[src/rtl/ex_div_pkg.sv]
// Shared encodings for the EX-stage divider: op_i bit layout, op codes,
// the M-extension funct3 values and operand-preparation helpers.
package ex_div_pkg;

   localparam int OP_UNS_BIT  = 0;
   localparam int OP_REM_BIT  = 1;
   localparam int OP_WORD_BIT = 2;

   localparam logic [2:0] OP_DIV   = 3'b000;
   localparam logic [2:0] OP_DIVU  = 3'b001;
   localparam logic [2:0] OP_REM   = 3'b010;
   localparam logic [2:0] OP_REMU  = 3'b011;
   localparam logic [2:0] OP_DIVW  = 3'b100;
   localparam logic [2:0] OP_DIVUW = 3'b101;
   localparam logic [2:0] OP_REMW  = 3'b110;
   localparam logic [2:0] OP_REMUW = 3'b111;

   localparam logic [2:0] F3_DIV  = 3'b100;
   localparam logic [2:0] F3_DIVU = 3'b101;
   localparam logic [2:0] F3_REM  = 3'b110;
   localparam logic [2:0] F3_REMU = 3'b111;

   function automatic logic [63:0] sext_word(input logic [31:0] w);
      return {{32{w[31]}}, w};
   endfunction

   // Word ops look only at the low half; signedness picks the extension.
   function automatic logic [63:0] prep_operand(input logic [63:0] v,
                                                input logic word,
                                                input logic uns);
      if (!word)
         return v;
      else if (uns)
         return {32'd0, v[31:0]};
      else
         return sext_word(v[31:0]);
   endfunction

endpackage

[src/rtl/ex_div.sv]
// Iterative restoring radix-2 divider for RV64 DIV/REM (and W variants),
// one quotient bit per cycle, with optional early-out for /0 and overflow.
module ex_div
   import ex_div_pkg::*;
#(
   parameter bit EARLY_OUT = 1'b1
) (
   input  logic        clk,
   input  logic        rst,
   input  logic        start_i,
   input  logic        flush_i,
   input  logic [63:0] dividend_i,
   input  logic [63:0] divisor_i,
   input  logic [2:0]  op_i,
   input  logic [4:0]  rd_addr_i,
   output logic        busy_o,
   output logic        stall_flag_o,
   output logic        valid_o,
   output logic [63:0] result_o,
   output logic [4:0]  rd_addr_o,
   output logic        reg_wen_o
);

   typedef enum logic [1:0] {
      IDLE = 2'd0,
      CALC = 2'd1,
      DONE = 2'd2
   } state_t;

   state_t      state_r, next_state_s;
   logic [6:0]  cnt_r;
   logic [63:0] dvd_r, dsr_r, rem_r;
   logic        word_r, rem_op_r, neg_q_r, neg_r_r;
   logic [4:0]  rd_r;

   logic        word_s, uns_s, a_neg_s, b_neg_s, div0_s, ovf_s, early_s, accept_s, last_s;
   logic [63:0] a_s, b_s, a_mag_s, b_mag_s, min_s;
   logic [64:0] tmp_s, diff_s;
   logic [63:0] q_fix_s, r_fix_s, sel_s, fixed_s;

   // Operand preparation and special-case detection on the request.
   always_comb begin
      word_s   = op_i[OP_WORD_BIT];
      uns_s    = op_i[OP_UNS_BIT];
      a_s      = prep_operand(dividend_i, word_s, uns_s);
      b_s      = prep_operand(divisor_i, word_s, uns_s);
      a_neg_s  = ~uns_s & a_s[63];
      b_neg_s  = ~uns_s & b_s[63];
      a_mag_s  = a_neg_s ? (64'd0 - a_s) : a_s;
      b_mag_s  = b_neg_s ? (64'd0 - b_s) : b_s;
      min_s    = word_s ? 64'hFFFF_FFFF_8000_0000 : 64'h8000_0000_0000_0000;
      div0_s   = (b_s == 64'd0);
      ovf_s    = ~uns_s & (a_s == min_s) & (b_s == 64'hFFFF_FFFF_FFFF_FFFF);
      early_s  = EARLY_OUT & (div0_s | ovf_s);
      accept_s = (state_r == IDLE) & start_i & ~flush_i;
   end

   // One restoring step: shift in the next dividend bit, subtract if it fits.
   always_comb begin
      tmp_s  = {rem_r, dvd_r[63]};
      diff_s = tmp_s - {1'b0, dsr_r};
      last_s = (cnt_r == (word_r ? 7'd31 : 7'd63));
   end

   // State register.
   always_ff @(posedge clk or negedge rst) begin
      if (!rst)
         state_r <= IDLE;
      else
         state_r <= next_state_s;
   end

   // Next-state logic; flush overrides every transition.
   always_comb begin
      next_state_s = state_r;
      case (state_r)
         IDLE:    begin
                     if (accept_s)
                        next_state_s = early_s ? DONE : CALC;
                     else
                        next_state_s = IDLE;
                  end
         CALC:    next_state_s = last_s ? DONE : CALC;
         DONE:    next_state_s = IDLE;
         default: next_state_s = IDLE;
      endcase
      if (flush_i)
         next_state_s = IDLE;
      else
         next_state_s = next_state_s;
   end

   // Operand capture on accept and the per-cycle iteration.
   always_ff @(posedge clk or negedge rst) begin
      if (!rst) begin
         cnt_r    <= 7'd0;
         dvd_r    <= 64'd0;
         dsr_r    <= 64'd0;
         rem_r    <= 64'd0;
         word_r   <= 1'b0;
         rem_op_r <= 1'b0;
         neg_q_r  <= 1'b0;
         neg_r_r  <= 1'b0;
         rd_r     <= 5'd0;
      end else if (accept_s) begin
         cnt_r    <= 7'd0;
         word_r   <= word_s;
         rem_op_r <= op_i[OP_REM_BIT];
         rd_r     <= rd_addr_i;
         dsr_r    <= b_mag_s;
         if (early_s) begin
            // Final values loaded directly; no sign fix-up applies.
            dvd_r   <= div0_s ? 64'hFFFF_FFFF_FFFF_FFFF : a_s;
            rem_r   <= div0_s ? a_s : 64'd0;
            neg_q_r <= 1'b0;
            neg_r_r <= 1'b0;
         end else begin
            // Word magnitudes are pre-shifted so 32 steps consume them.
            dvd_r   <= word_s ? {a_mag_s[31:0], 32'd0} : a_mag_s;
            rem_r   <= 64'd0;
            neg_q_r <= (a_neg_s ^ b_neg_s) & ~div0_s;
            neg_r_r <= a_neg_s;
         end
      end else if (state_r == CALC) begin
         cnt_r <= cnt_r + 7'd1;
         dvd_r <= {dvd_r[62:0], ~diff_s[64]};
         rem_r <= diff_s[64] ? tmp_s[63:0] : diff_s[63:0];
      end
   end

   // Sign fix-up and word sign-extension of the selected result.
   always_comb begin
      q_fix_s = neg_q_r ? (64'd0 - dvd_r) : dvd_r;
      r_fix_s = neg_r_r ? (64'd0 - rem_r) : rem_r;
      sel_s   = rem_op_r ? r_fix_s : q_fix_s;
      fixed_s = word_r ? sext_word(sel_s[31:0]) : sel_s;
   end

   // Outputs decoded from state.
   always_comb begin
      busy_o       = (state_r != IDLE);
      stall_flag_o = rst & ((start_i & (state_r == IDLE)) | (state_r == CALC));
      valid_o      = (state_r == DONE) & ~flush_i;
      reg_wen_o    = (state_r == DONE) & ~flush_i;
      if (state_r == DONE)
         result_o = fixed_s;
      else
         result_o = 64'd0;
      rd_addr_o    = rd_r;
   end

endmodule
[config.mk]
export PLATFORM = sky130hd
export DESIGN_NAME = ex_div
export DESIGN_NICKNAME = d
export VERILOG_FILES = /design/src/rtl/ex_div_pkg.sv /design/src/rtl/ex_div.sv
export SDC_FILE = /design/constraint.sdc
export NUM_CORES = 1
export LEC_CHECK = 0
export BUFFER_PORTS_ARGS = -buffer_cell sky130_fd_sc_hd__buf_2
export CAP_MARGIN = 20
export CORE_ASPECT_RATIO = 1.4
export CORE_MARGIN = 1
export CORE_UTILIZATION = 56
export DETAILED_ROUTE_END_ITERATION = 16
export GPL_TIMING_DRIVEN = 0
export PLACE_DENSITY = 0.85
export SYNTH_ARGS = -nofsm -noshare
export SYNTH_HDL_FRONTEND = slang
export SYNTH_SLANG_ARGS = --single-unit
[constraint.sdc]
create_clock -name clk -period 6.1 [get_ports clk]
set_input_delay 1.22 -clock clk [delete_from_list [all_inputs] [get_ports clk]]
set_output_delay 1.22 -clock clk [all_outputs]
set_load 0.02 [all_outputs]
---- Word level (Yosys, flattened, before mapping) ----
Cells that the tools add are included.
cells by class
  add/sub/neg operators ................... 6
  equality and inequality tests ........... 5
  bitwise gates (word level) .............. 16
  reduce and logical (&&, ||, !) cells .... 4
  mux-type cells .......................... 32
operators by type and width
  kind                     number
  $mux W64                 21
  $sub A1 B64 Y64 const A  4
  $sub A65 B64 Y65         1
  $eq A64 B64 Y1           1
  $eq A64 B64 Y1 const B   1
  $logic_not A64 Y1        1
  $mux W63                 1
  $mux W7                  2
  $and A1 B1 Y1            9
  $mux W2                  4
  $add A7 B1 Y7 const B    1
  $eq A7 B6 Y1             1
  $mux W6                  1
  $not A1 Y1               4
  $pmux W2 S2              1
  $reduce_bool A2 Y1       2
  $eq A2 B1 Y1 const B     1
  $eq A2 B2 Y1 const B     1
  $logic_not A2 Y1         1
  $mux W1                  2
  $or A1 B1 Y1             2
  $xor A1 B1 Y1            1
storage, ports and cells
  flip-flop bits (word level) ............. 210
  logic and storage cells ................. 73
  output and inout port bits .............. 73

---- Depth between registers and ports, before layout ----
  depth after elaboration ................. 10
  depth in mapped cells ................... 14
  gate-level depth less buffers ........... 13

---- Worst setup path after synthesis ----
No wires, ideal clock.
  kind .................................... reg2out
  start point ............................. register rem_r[13]
  end point ............................... output result_o[61]
  data required time ...................... 4.880 ns
  setup slack ............................. 0.762 ns
  arrival ................................. 4.118 ns
  cell stages (with the launch flop) ...... 11
  cell sequence ........................... dfrtp_1 or4_4 or4b_4 or4_1 or4_1 or3_4 or3_4 o41ai_4 xnor2_1 nor2_1 a211oi_1
on the way
  longest elaborated chain between the ends .. 5
RTL lines
  element                 line           source
  start, declared         ex_div.sv:32   logic [63:0] dvd_r, dsr_r, rem_r;
  start signal, assigned  ex_div.sv:114  rem_r <= div0_s ? a_s : 64'd0;
  start signal, assigned  ex_div.sv:127  rem_r <= diff_s[64] ? tmp_s[63:0] : diff_s[63:0];
  $sub A1 B64 Y64         ex_div.sv:134  r_fix_s = neg_r_r ? (64'd0 - rem_r) : rem_r;
  $mux W64                ex_div.sv:134
  $mux W64                ex_div.sv:135  sel_s = rem_op_r ? r_fix_s : q_fix_s;
  $mux W64                ex_div.sv:136  fixed_s = word_r ? sext_word(sel_s[31:0]) : sel_s;
  $mux W64                ex_div.sv:145  if (state_r == DONE)
  end, declared           ex_div.sv:19   output logic [63:0] result_o,
No other way between the ends.

---- Worst setup path in the final report ----
  start point ............................. register dvd_r[63]
  end point ............................... register rem_r[62]
on the way
  longest elaborated chain between the ends .. 4
RTL lines
  element                 line           source
  start, declared         ex_div.sv:32
  start signal, assigned  ex_div.sv:113  dvd_r <= div0_s ? 64'hFFFF_FFFF_FFFF_FFFF : a_s;
  start signal, assigned  ex_div.sv:119  dvd_r <= word_s ? {a_mag_s[31:0], 32'd0} : a_mag_s;
  start signal, assigned  ex_div.sv:126  dvd_r <= {dvd_r[62:0], ~diff_s[64]};
  $sub A65 B64 Y65        ex_div.sv:61   diff_s = tmp_s - {1'b0, dsr_r};
  $mux W64                ex_div.sv:127
  $mux W64                ex_div.sv:124  end else if (state_r == CALC) begin
  $mux W64                ex_div.sv:105  end else if (accept_s) begin
No other way between the ends. The select of a mux whose other input is x is not followed.
A chain may end at the register's enable or synchronous reset.

==> flow_summary.toml <==
[yosys]
ys_warn_count = 0
yosysTopAreaCell = "dfrtp_1"
yosys-top-cells-area = "dfrtp_1 (25%), o21ai_0 (7.0%), nand2_1 (6.8%), xnor2_1 (6.5%), xor2_1 (6.0%)"
syn-num-nets = 3134
synth-seq-cells = 210
async_flop_share_pct = 100
yosysTopAreaCellShare_pct = 24.7
synth_enable_flop_cells = 0
synth_cells = 2923
syn-cell-area_sq_mm = 0.0213
seq_area_frac_synth_pct = 24.7
synth.avg_cell_area_sq_um = 7.28
synthDistinctLibCells = 70
ys.flop_type = "dfrtp_1"

[pwr]
power.total_uw = 10600
p_per_area_mw_per_mm2 = 441
ir_worst_vdd_mv = 0.244
power.leakage_uw = 0.0101

[setup_path]
critPathLaunchType = "register"
reg2reg_depth = 14
critPathMaxFanout = 10
path_buf_inv = 2
path_delay_family = "compound AO/OA/AOI/OAI gates"
cp.arrival_ns = 6.50
r2r-end = "rem_r[62]"
r2r-start = "dvd_r[63]"
cpPeakStageDelay_ns = 1.05
path_cells = "inv_1 -> ha_1 -> fa_1 -> nor2b_1 -> o21ba_2 -> o211ai_1 -> o21ai_1 -> a32oi_1 -> o221ai_1 -> o21ai_0 -> nand2_1 -> clkbuf_1 -> nor4_1 -> a211oi_1"
cp-end-kind = "register"
critical_path_class = "register to register"
cp_slowest_cell = "nor4_1"
crit_required_ns = 6.50
ff2ff_setup_slack_ns = 0.006

[sta]
relSlewSlack_pct = 12.6
worstMarginPinSlew_ns = 1.31
rsz0062_at_grt = "false"
post-route-min-period_ns = 6.09
fin_crit_sh_pct = 99.9
whs_ns = 0.480
skew_ns = 0.0237
timing.fmax_mhz = 164
final-hold-violation-count = 0
setup_viol = 0
slew_violations = 0

[die]
start_util_pct = 56.7
die_h_um = 233
core_sq_mm = 0.0375
placementRows = 84
die_area_sq_mm = 0.0388
die_w_um = 167
pin_count = 213

[global_route]
grt_usage_pct = 52.2
use_met3_pct = 16.2
grt_max_degree = 110
grt_first_pass_wirelength_um = 150000
grt_overflow = 0
use_met1_pct = 56.6
antenna_found_initial = 7
grt_pass1_vias = 24731
met2_usage_pct = 80.9
busiest_layer = "met2"

[flow_run]
drv_cap = 0

[drt]
first_iter_violations = 3626
viasPerCell = 7.05
vias = 25852
wl_per_cell_um = 28.0
wl_um = 103000
dr.pass1.iters = 7
drc = 0
drt.antenna.violating_nets = 0

[placement]
port_buffers = 203
hpwl_um = 79900
routabilityCongestion = 1.26

[worst_hold_path]
hold-path-cell-count = 2
holdPathEnd = "dsr_r[51]"
worstHoldStart = "dsr_r[51]"
hold_class = "register to register"

[cts]
htree_levels = 1
clock-sinks = 210
cts_made_buffers = 25
root_buffer = "clkbuf_16"
cts_tree = "yes"
clockBufferDepth = 3
cts.clk_slew.worst_paths_ns = 0.08
cts_hold_buf = 0
clock_latency_ns = 0.58

[outcome]
status = "completed"

[cells_and_area]
area_growth_pct = 13.1
drive_above_1_share_pct = 9.66
post-route-util_pct = 64.1
finalNetCount = 3380
==> synthesized netlist by cell type (all sizes together), types with 17 or more instances <==
library cell / count
a211oi: 82
a21o: 30
a21oi: 203
a22oi: 19
a31oi: 78
clkbuf: 181
dfrtp: 210
ha: 70
inv: 120
mux2i: 56
nand2: 387
nand2b: 21
nand3: 77
nand4: 49
nor2: 232
nor3: 75
nor4: 40
o211ai: 31
o21ai: 296
o221ai: 17
o31ai: 62
o41ai: 23
or3: 34
or4: 36
xnor2: 158
xor2: 146
==> tightest hold or removal path, cell delays in order, from the launching register on <==
cell	delay [ns]
dfrtp_1	0.34
nand2_1	0.05
o21ai_0	0.06
==> flip-flops by register name (all words and copies together) (netlist names) <==
name	flops
dsr_r	64
rd_addr_o	5
state_r	2
dvd_r	64
rem_op_r	1
word_r	1
rem_r	64
cnt_r	7
neg_q_r	1
neg_r_r	1
==> layout make-up <==
type	count	area [sq um]
multi-input cells	2398	14900
clock buffers	30	654
plain buffers	195	756
inverters	120	450
repair buffers	219	1160
well taps	473	592
clock inverters	16	300
flip-flops and latches	210	5260
fillers	3387	13500
diodes	5	12.5
==> power by group <==
group	total, uW	switching [uW]	leakage, uW	internal [uW]
clock	1800	695	0.000464	1110
sequential	2540	766	0.00262	1770
combinational	6270	3930	0.00697	2330
==> per-layer routing <==
layer / vias up / part of all wire (%)
li1: 11140 / -
met1: 11915 / 34
met2: 2109 / 43
met3: 684 / 12
met4: 4 / 11
met5: - / 0.026
==> metrics by stage <==
step | cells | setup TNS, ns | cell area, sq um | setup WS, ns
floorplan | 2923 | 0 | 21300 | 0.762
global placement | 3599 | -0.467 | 22900 | -0.467
detailed placement | 3602 | 0 | 22900 | 0.215
CTS | 3648 | 0 | 23900 | 0.00723
global route | 3663 | 0 | 24100 | 0.0111
finish | 3666 | 0 | 24100 | 0.00580
==> cells in the final DEF, fill, tap and decap left out, drive strengths merged, types with 17 or more instances in the layout <==
| cell | synthesis | final |
|---|---|---|
| nor4 | 40 | 40 |
| o21ai | 296 | 296 |
| nor2 | 232 | 232 |
| a211oi | 82 | 82 |
| ha | 70 | 70 |
| o221ai | 17 | 17 |
| buf | 14 | 234 |
| nor3 | 75 | 75 |
| clkbuf | 181 | 210 |
| nand2 | 387 | 387 |
| dfrtp | 210 | 210 |
| inv | 120 | 123 |
| o31ai | 62 | 62 |
| or3 | 34 | 34 |
| nand2b | 21 | 21 |
| or4 | 36 | 36 |
| a22oi | 19 | 19 |
| a21o | 30 | 30 |
| o41ai | 23 | 23 |
| nand4 | 49 | 49 |
| a21oi | 203 | 203 |
| a31oi | 78 | 78 |
| nand3 | 77 | 77 |
| xor2 | 146 | 146 |
| mux2i | 56 | 56 |
| xnor2 | 158 | 158 |
| o211ai | 31 | 31 |
==> worst max-delay path by stage <==
stage	cells after the start	start	endpoint	slack (ns)
CTS	13	rem_r[13]	result_o[59]	0.007
global route	11	rem_r[12]	result_o[63]	0.01
global placement	4	rst	stall_flag_o	-0.47
detailed placement	13	dividend_i[4]	dvd_r[11]	0.22
finish	14	dvd_r[63]	rem_r[62]	0.006
floorplan	10	rem_r[13]	result_o[61]	0.76
==> cell families (layout without fill, tap and decap cells) <==
logic type,count (synthesis),in the layout,synth area share (%)
AO/OA/AOI/OAI,936,936,27.4
other,0,5,0
AND/OR/NAND/NOR,1028,1028,22.8
flip-flops,210,210,24.7
multiplexers,59,59,2.79
XOR/XNOR,304,304,12.5
adder cells (fa/ha/maj),71,71,4.21
buffers and inverters,315,580,5.60
==> what timing repair did <==
item / in CTS / in global routing
hold endpoints to repair: 0 / 0
setup buffers: 0 / 6
resized for setup: 10 / 13
endpoints found under the setup margin: 30 / 71
pin swaps: 0 / 0
No activity file was read; power rests on OpenSTA's default activity.
